## src/rtl/retire_ctrl_pkg.sv

```systemverilog
// Shared types for the in-order commit path: ROB head entry layout,
// retire FSM states and widths of physical registers and PCs.
package retire_ctrl_pkg;

    localparam int PR     = 6;
    localparam int XLEN   = 32;
    localparam int AREG_W = 5;
    localparam int WAYS   = 3;

    typedef struct packed {
        logic              valid;
        logic              completed;
        logic              precise_state_need;
        logic              halt;
        logic [AREG_W-1:0] arch_reg;
        logic [PR-1:0]     Tnew;
        logic [PR-1:0]     Told;
        logic [XLEN-1:0]   target_pc;
    } ROB_ENTRY_PACKET;

    typedef enum logic [1:0] {
        NORMAL  = 2'd0,
        RECOVER = 2'd1,
        HALTED  = 2'd2
    } RETIRE_STATE;

    function automatic logic [1:0] popcount3(input logic [2:0] v);
        return {1'b0, v[0]} + {1'b0, v[1]} + {1'b0, v[2]};
    endfunction

endpackage

```

## src/rtl/retire_ctrl_if.sv

```systemverilog
// ROB-facing commit bus: head entries in, retire acknowledge and the
// registered map-table / free-list updates out.
interface retire_ctrl_if;
    import retire_ctrl_pkg::*;

    ROB_ENTRY_PACKET [2:0]             rob_head_entry;
    logic            [2:0]             retire_ack;
    logic            [2:0]             arch_update_valid;
    logic            [2:0][AREG_W-1:0] arch_update_reg;
    logic            [2:0][PR-1:0]     arch_update_pr;
    logic            [2:0]             free_valid;
    logic            [2:0][PR-1:0]     free_pr;

    // Commit controller side
    modport master (
        input  rob_head_entry,
        output retire_ack,
        output arch_update_valid,
        output arch_update_reg,
        output arch_update_pr,
        output free_valid,
        output free_pr
    );

    // ROB / rename side
    modport slave (
        output rob_head_entry,
        input  retire_ack,
        input  arch_update_valid,
        input  arch_update_reg,
        input  arch_update_pr,
        input  free_valid,
        input  free_pr
    );

endinterface

```

## src/rtl/retire_ctrl_select.sv

```systemverilog
// Combinational retire-group selection over the three oldest ROB entries
// (way 2 oldest); yields a thermometer ack plus one-hot mispredict/halt ways.
module retire_ctrl_select
    import retire_ctrl_pkg::*;
(
    input  RETIRE_STATE state,
    input  logic [2:0]  valid,
    input  logic [2:0]  completed,
    input  logic [2:0]  precise_state_need,
    input  logic [2:0]  halt_flag,
    output logic [2:0]  ack,
    output logic [2:0]  mispredict_way,
    output logic [2:0]  halt_way
);

    logic open;

    // A precise-state or halt entry closes the group after itself retires.
    always_comb begin
        ack            = '0;
        mispredict_way = '0;
        halt_way       = '0;
        open           = (state == NORMAL);
        for (int i = 2; i >= 0; i--) begin
            ack[i]            = open & valid[i] & completed[i];
            halt_way[i]       = ack[i] & halt_flag[i];
            mispredict_way[i] = ack[i] & precise_state_need[i] & ~halt_flag[i];
            open              = ack[i] & ~precise_state_need[i] & ~halt_flag[i];
        end
    end

endmodule

```

## src/rtl/retire_ctrl.sv

```systemverilog
// In-order commit controller for the 3-way ROB: retire selection, recovery
// and halt sequencing, and the registered architectural/free-list updates.
module retire_ctrl
    import retire_ctrl_pkg::*;
#(
    parameter int RECOVER_CYCLES = 2
) (
    input  logic            clock,
    input  logic            reset,
    retire_ctrl_if.master   rif,
    output logic            BPRecoverEN,
    output logic [XLEN-1:0] recover_pc,
    output logic            fetch_stall,
    output logic            halt,
    output logic [31:0]     instr_count
);

    localparam int CNT_W = (RECOVER_CYCLES > 1) ? $clog2(RECOVER_CYCLES) : 1;
    localparam logic [CNT_W-1:0] CNT_LOAD = CNT_W'(RECOVER_CYCLES - 1);

    RETIRE_STATE      state_r, state_nxt;
    logic [CNT_W-1:0] cnt_r, cnt_nxt;

    logic [2:0]       hv, hc, hpsn, hhalt;
    logic [2:0]       ack_c, mp_way_c, halt_way_c;
    logic [XLEN-1:0]  mp_pc_c;

    always_comb begin
        for (int i = 0; i < WAYS; i++) begin
            hv[i]    = rif.rob_head_entry[i].valid;
            hc[i]    = rif.rob_head_entry[i].completed;
            hpsn[i]  = rif.rob_head_entry[i].precise_state_need;
            hhalt[i] = rif.rob_head_entry[i].halt;
        end
    end

    retire_ctrl_select u_select (
        .state              (state_r),
        .valid              (hv),
        .completed          (hc),
        .precise_state_need (hpsn),
        .halt_flag          (hhalt),
        .ack                (ack_c),
        .mispredict_way     (mp_way_c),
        .halt_way           (halt_way_c)
    );

    assign rif.retire_ack = ack_c;
    assign fetch_stall    = (state_r == RECOVER);

    always_comb begin
        mp_pc_c = '0;
        for (int i = 0; i < WAYS; i++) begin
            mp_pc_c = mp_pc_c | ({XLEN{mp_way_c[i]}} & rif.rob_head_entry[i].target_pc);
        end
    end

    always_ff @(posedge clock or negedge reset) begin
        if (!reset) begin
            state_r <= NORMAL;
            cnt_r   <= '0;
        end else begin
            state_r <= state_nxt;
            cnt_r   <= cnt_nxt;
        end
    end

    // cnt counts the remaining stall cycles after the current one.
    always_comb begin
        state_nxt = state_r;
        cnt_nxt   = cnt_r;
        unique case (state_r)
            NORMAL: begin
                if (|halt_way_c) begin
                    state_nxt = HALTED;
                end else if (|mp_way_c) begin
                    state_nxt = RECOVER;
                    cnt_nxt   = CNT_LOAD;
                end
            end
            RECOVER: begin
                if (cnt_r == '0) begin
                    state_nxt = NORMAL;
                end else begin
                    cnt_nxt = cnt_r - CNT_W'(1);
                end
            end
            HALTED: begin
                state_nxt = HALTED;
            end
            default: begin
                state_nxt = NORMAL;
                cnt_nxt   = '0;
            end
        endcase
    end

    // Commit stage boundary: everything acked this cycle is published next cycle.
    always_ff @(posedge clock or negedge reset) begin
        if (!reset) begin
            rif.arch_update_valid <= '0;
            rif.arch_update_reg   <= '0;
            rif.arch_update_pr    <= '0;
            rif.free_valid        <= '0;
            rif.free_pr           <= '0;
            BPRecoverEN           <= 1'b0;
            recover_pc            <= '0;
            halt                  <= 1'b0;
            instr_count           <= '0;
        end else begin
            for (int i = 0; i < WAYS; i++) begin
                rif.arch_update_valid[i] <= ack_c[i] && (rif.rob_head_entry[i].arch_reg != '0);
                rif.free_valid[i]        <= ack_c[i] && (rif.rob_head_entry[i].arch_reg != '0);
                rif.arch_update_reg[i]   <= ack_c[i] ? rif.rob_head_entry[i].arch_reg : '0;
                rif.arch_update_pr[i]    <= ack_c[i] ? rif.rob_head_entry[i].Tnew : '0;
                rif.free_pr[i]           <= ack_c[i] ? rif.rob_head_entry[i].Told : '0;
            end
            BPRecoverEN <= |mp_way_c;
            if (|mp_way_c) begin
                recover_pc <= mp_pc_c;
            end
            halt        <= halt | (|halt_way_c);
            instr_count <= instr_count + 32'(popcount3(ack_c));
        end
    end

endmodule

```

## src/flat_wrapper.sv

```systemverilog
// flat-port wrapper written by rule: the top's interface ports become plain ports
module retire_ctrl_flat import retire_ctrl_pkg::*;
#(
    parameter int RECOVER_CYCLES = 2
)
  (clock, reset, BPRecoverEN, recover_pc, fetch_stall, halt, instr_count, rif_rob_head_entry, rif_retire_ack, rif_arch_update_valid, rif_arch_update_reg, rif_arch_update_pr, rif_free_valid, rif_free_pr);
  retire_ctrl_if rif_i ();
  input  logic clock;
  input  logic reset;
  output logic BPRecoverEN;
  output logic [XLEN-1:0] recover_pc;
  output logic fetch_stall;
  output logic halt;
  output logic [31:0] instr_count;
  input wire logic [$bits(rif_i.rob_head_entry)-1:0] rif_rob_head_entry;
  output wire logic [$bits(rif_i.retire_ack)-1:0] rif_retire_ack;
  output wire logic [$bits(rif_i.arch_update_valid)-1:0] rif_arch_update_valid;
  output wire logic [$bits(rif_i.arch_update_reg)-1:0] rif_arch_update_reg;
  output wire logic [$bits(rif_i.arch_update_pr)-1:0] rif_arch_update_pr;
  output wire logic [$bits(rif_i.free_valid)-1:0] rif_free_valid;
  output wire logic [$bits(rif_i.free_pr)-1:0] rif_free_pr;
  assign rif_i.rob_head_entry = rif_rob_head_entry;
  assign rif_retire_ack = rif_i.retire_ack;
  assign rif_arch_update_valid = rif_i.arch_update_valid;
  assign rif_arch_update_reg = rif_i.arch_update_reg;
  assign rif_arch_update_pr = rif_i.arch_update_pr;
  assign rif_free_valid = rif_i.free_valid;
  assign rif_free_pr = rif_i.free_pr;
  retire_ctrl #(.RECOVER_CYCLES(RECOVER_CYCLES)) u_core (.clock(clock), .reset(reset), .rif(rif_i), .BPRecoverEN(BPRecoverEN), .recover_pc(recover_pc), .fetch_stall(fetch_stall), .halt(halt), .instr_count(instr_count));
endmodule
```

## config.mk

```make
export PLATFORM = sky130hd
export DESIGN_NAME = retire_ctrl_flat
export DESIGN_NICKNAME = d
export VERILOG_FILES = /design/src/rtl/retire_ctrl_pkg.sv /design/src/rtl/retire_ctrl_if.sv /design/src/rtl/retire_ctrl_select.sv /design/src/rtl/retire_ctrl.sv /design/src/flat_wrapper.sv
export SDC_FILE = /design/constraint.sdc
export NUM_CORES = 1
export LEC_CHECK = 0
export CAP_MARGIN = 5
export CORE_MARGIN = 2
export CORE_UTILIZATION = 30
export CTS_CLUSTER_SIZE = 16
export DETAILED_ROUTE_END_ITERATION = 10
export GPL_TIMING_DRIVEN = 0
export MAX_ROUTING_LAYER = met4
export PLACE_DENSITY = 0.76
export SLEW_MARGIN = 20
export SYNTH_ARGS = -nofsm -noshare
export SYNTH_HDL_FRONTEND = slang
export SYNTH_SLANG_ARGS = --single-unit
```

## constraint.sdc

```tcl
create_clock -name clock -period 3.45 [get_ports clock]
set_clock_uncertainty 0.1 [all_clocks]
set_input_delay 0.69 -clock clock [delete_from_list [all_inputs] [get_ports clock]]
set_output_delay 0.69 -clock clock [all_outputs]
set_load 0.05 [all_outputs]
```

==> flow_metrics.env <==
export IMPL_outcome="complete, no violations"
export IMPL_route_detailed_drc=0
export IMPL_slew_headroom=0.611
export IMPL_clk_pin_slew_ps=60
export IMPL_ioPinCount=288
export IMPL_antenna_found_initial=1
export IMPL_insertion_delay_ps=410
export IMPL_final_setup_viol_count=0
export IMPL_grt_overflow=0
export IMPL_cts_htree_levels=4
export IMPL_wl_met2_um=8260
export IMPL_utilization=0.533
export IMPL_cp_end_kind="flop"
export IMPL_finalPower_mw=5.72
export IMPL_cts_hold_buffers=0
export IMPL_row_count=48
export IMPL_core_region_area_um2=17100
export IMPL_min_period_ps=3370
export IMPL_layout_setup_ws_ps=83.2
export IMPL_fin_setup_tns_ps=0
export IMPL_layout_nets=881
export IMPL_arrival_ps=3550
export IMPL_grt_max_degree=64
export IMPL_fin_area_um2=9130
export IMPL_avgSynthCellArea_um2=12.9
export IMPL_grt_first_pass_wirelength_um=25900
export IMPL_clockBufferDepth=2
export IMPL_syn_to_final_growth_pct=76.2
export IMPL_worstMarginPinSlew_ps=583
export IMPL_cts_tree="built"
export IMPL_totalWireLength_um=16800
export IMPL_hold_viol_final=0
export IMPL_die_x_um=135
export IMPL_avgViaCountPerCell=4.83
export IMPL_portBuffers=286
export IMPL_numCtsBuffers=17
export IMPL_timing_fmax_mhz=297
export IMPL_ys_types=40
export IMPL_synthesis_area_um2=5180
export IMPL_top_layer="met4"
export IMPL_grt_pass1_vias=4837
export IMPL_avgRoutedWirePerCell_um=17.6
export IMPL_async_flop_share=1.00
export IMPL_required_ps=3640
export IMPL_largestRegisters="u_core.instr_count x32, u_core.recover_pc x32"
export IMPL_met3RoutedLength_um=1130
export IMPL_place_area_um2=8370
export IMPL_globalRouteTotalUtil=0.191
export IMPL_drt_iter0_drc=107
export IMPL_clock_sinks=123
export IMPL_max_cap_violations=0
export IMPL_place_congestion=0.833
export IMPL_initial_core_util=0.303
export IMPL_final_common_cell="clkdlybuf4s50_1"
export IMPL_clockRootBuffer="clkbuf_16"
export IMPL_cp_start_kind="input port"
export IMPL_place_ws_ps=-831
export IMPL_hp_class="input port to asynchronous set/reset pin"
export IMPL_power_density_nw_per_um2=627
export IMPL_syn_num_nets=565
export IMPL_die_area_um2=18300
export IMPL_drv_slew=0
export IMPL_synth_edf_count=0
export IMPL_period_share=0.976
export IMPL_vias=4608
export IMPL_synth_seq_area_share=0.594
export IMPL_ys_flop_type="dfrtp_1"
export IMPL_ir_worst_vdd_uv=409
export IMPL_drive_above_1_share=0.112
export IMPL_crit_fanout=10
export IMPL_path_class="input port to flop"
export IMPL_layout_common_cells="clkdlybuf4s50_1, dfrtp_1, and2_1, a221o_1, o221a_1"
export IMPL_leakagePower_nw=3.97
export IMPL_ys_ff_latch=123
export IMPL_wl_met1_um=6860
export IMPL_drt_pass1_iterations=4
export IMPL_synthCells=400
export IMPL_rsz0062_at_grt="yes"
export IMPL_yosysWarnings=0
export IMPL_dp_hpwl_um=12700
export IMPL_drtAntennaViolNets=0
export IMPL_fillers=1513
export IMPL_die_h_um=135
metrics by stage:
stage	hold slack (ps)	instances
2_1_floorplan	294	400
5_1_grt	188	955
4_1_cts	169	950
3_5_place_dp	356	912
6_report	153	955
3_3_place_gp	349	911
worst paths after layout:
path	endpoint	slack (ps)	startpoint	depth (start not counted)
max	u_core.instr_count[8]$_DFF_PN0_	80	rif_rob_head_entry[157]	14
min reg2reg	u_core.halt$_DFF_PN0_	370	u_core.halt$_DFF_PN0_	1
max in group asynchronous	u_core.recover_pc[16]$_DFFE_PN0P_	2380	reset	2
max reg2reg	u_core.instr_count[8]$_DFF_PN0_	350	u_core.state_r[1]$_DFFE_PN0P_	13
min	u_core.rif.arch_update_reg[3]$_DFF_PN0_	150	reset	1
min in group clock	u_core.halt$_DFF_PN0_	370	u_core.halt$_DFF_PN0_	1
cell families after synthesis:
family | count (synthesis) | share of synthesized area
AOI/OAI and AO/OA | 74 | 0.144
xor gates and xnor gates | 30 | 0.0507
buffers and inverters | 46 | 0.0459
adders and majority gates | 4 | 0.0126
DFF | 123 | 0.594
and+or+nand+nor | 123 | 0.153
worst max-delay path, stage by stage:
cell	delay, ps
clkdlybuf4s50_1	450
and4bb_2	280
and3_4	190
buf_6	110
buf_8	120
inv_2	50
fa_1	470
inv_1	60
ha_4	170
fa_2	370
nand3_4	160
nor2_4	80
and3_4	200
xor2_1	140
cell type report:
class | count | area [µm²] | share of cell area
Clock buffer | 18 | 439 | 0.0481
Buffer | 32 | 204 | 0.0224
Antenna cell | 1 | 2.50 | 0.000274
Sequential cell | 123 | 3080 | 0.337
Timing Repair Buffer | 296 | 2960 | 0.324
Tap cell | 225 | 282 | 0.0309
Inverter | 14 | 61.3 | 0.00672
Clock inverter | 14 | 169 | 0.0185
Multi-Input combinational cell | 232 | 1930 | 0.212
synth_stat cells, drive strengths merged, types with 8 or more instances:
| library cell | number | area, µm² |
|---|---|---|
| a221o | 29 | 290 |
| and2 | 40 | 250 |
| and3 | 23 | 144 |
| buf | 15 | 116 |
| clkbuf | 17 | 63.8 |
| dfrtp | 123 | 3080 |
| inv | 13 | 48.8 |
| nand3 | 9 | 45.0 |
| nand4 | 17 | 121 |
| nor2 | 8 | 30.0 |
| o221a | 29 | 327 |
| xnor2 | 26 | 228 |
power by group:
part | switching [mW] | internal (mW)
Combinational | 1.24 | 0.791
Clock | 0.666 | 1.16
Sequential | 0.173 | 1.70
per-layer routing:
layer | vias up | track usage
li1 | 2112 | -
met1 | 2261 | 0.226
met2 | 202 | 0.309
met3 | 33 | 0.0498
met4 | 0 | 0.0833
met5 | - | -
what timing repair did:
item	4_1_cts	5_1_grt
gates resized for setup	16	12
endpoints found under the setup margin	26	22
setup buffers	5	4
cloned	1	0
pin swaps	6	6
No activity file was read; power rests on OpenSTA's default activity.
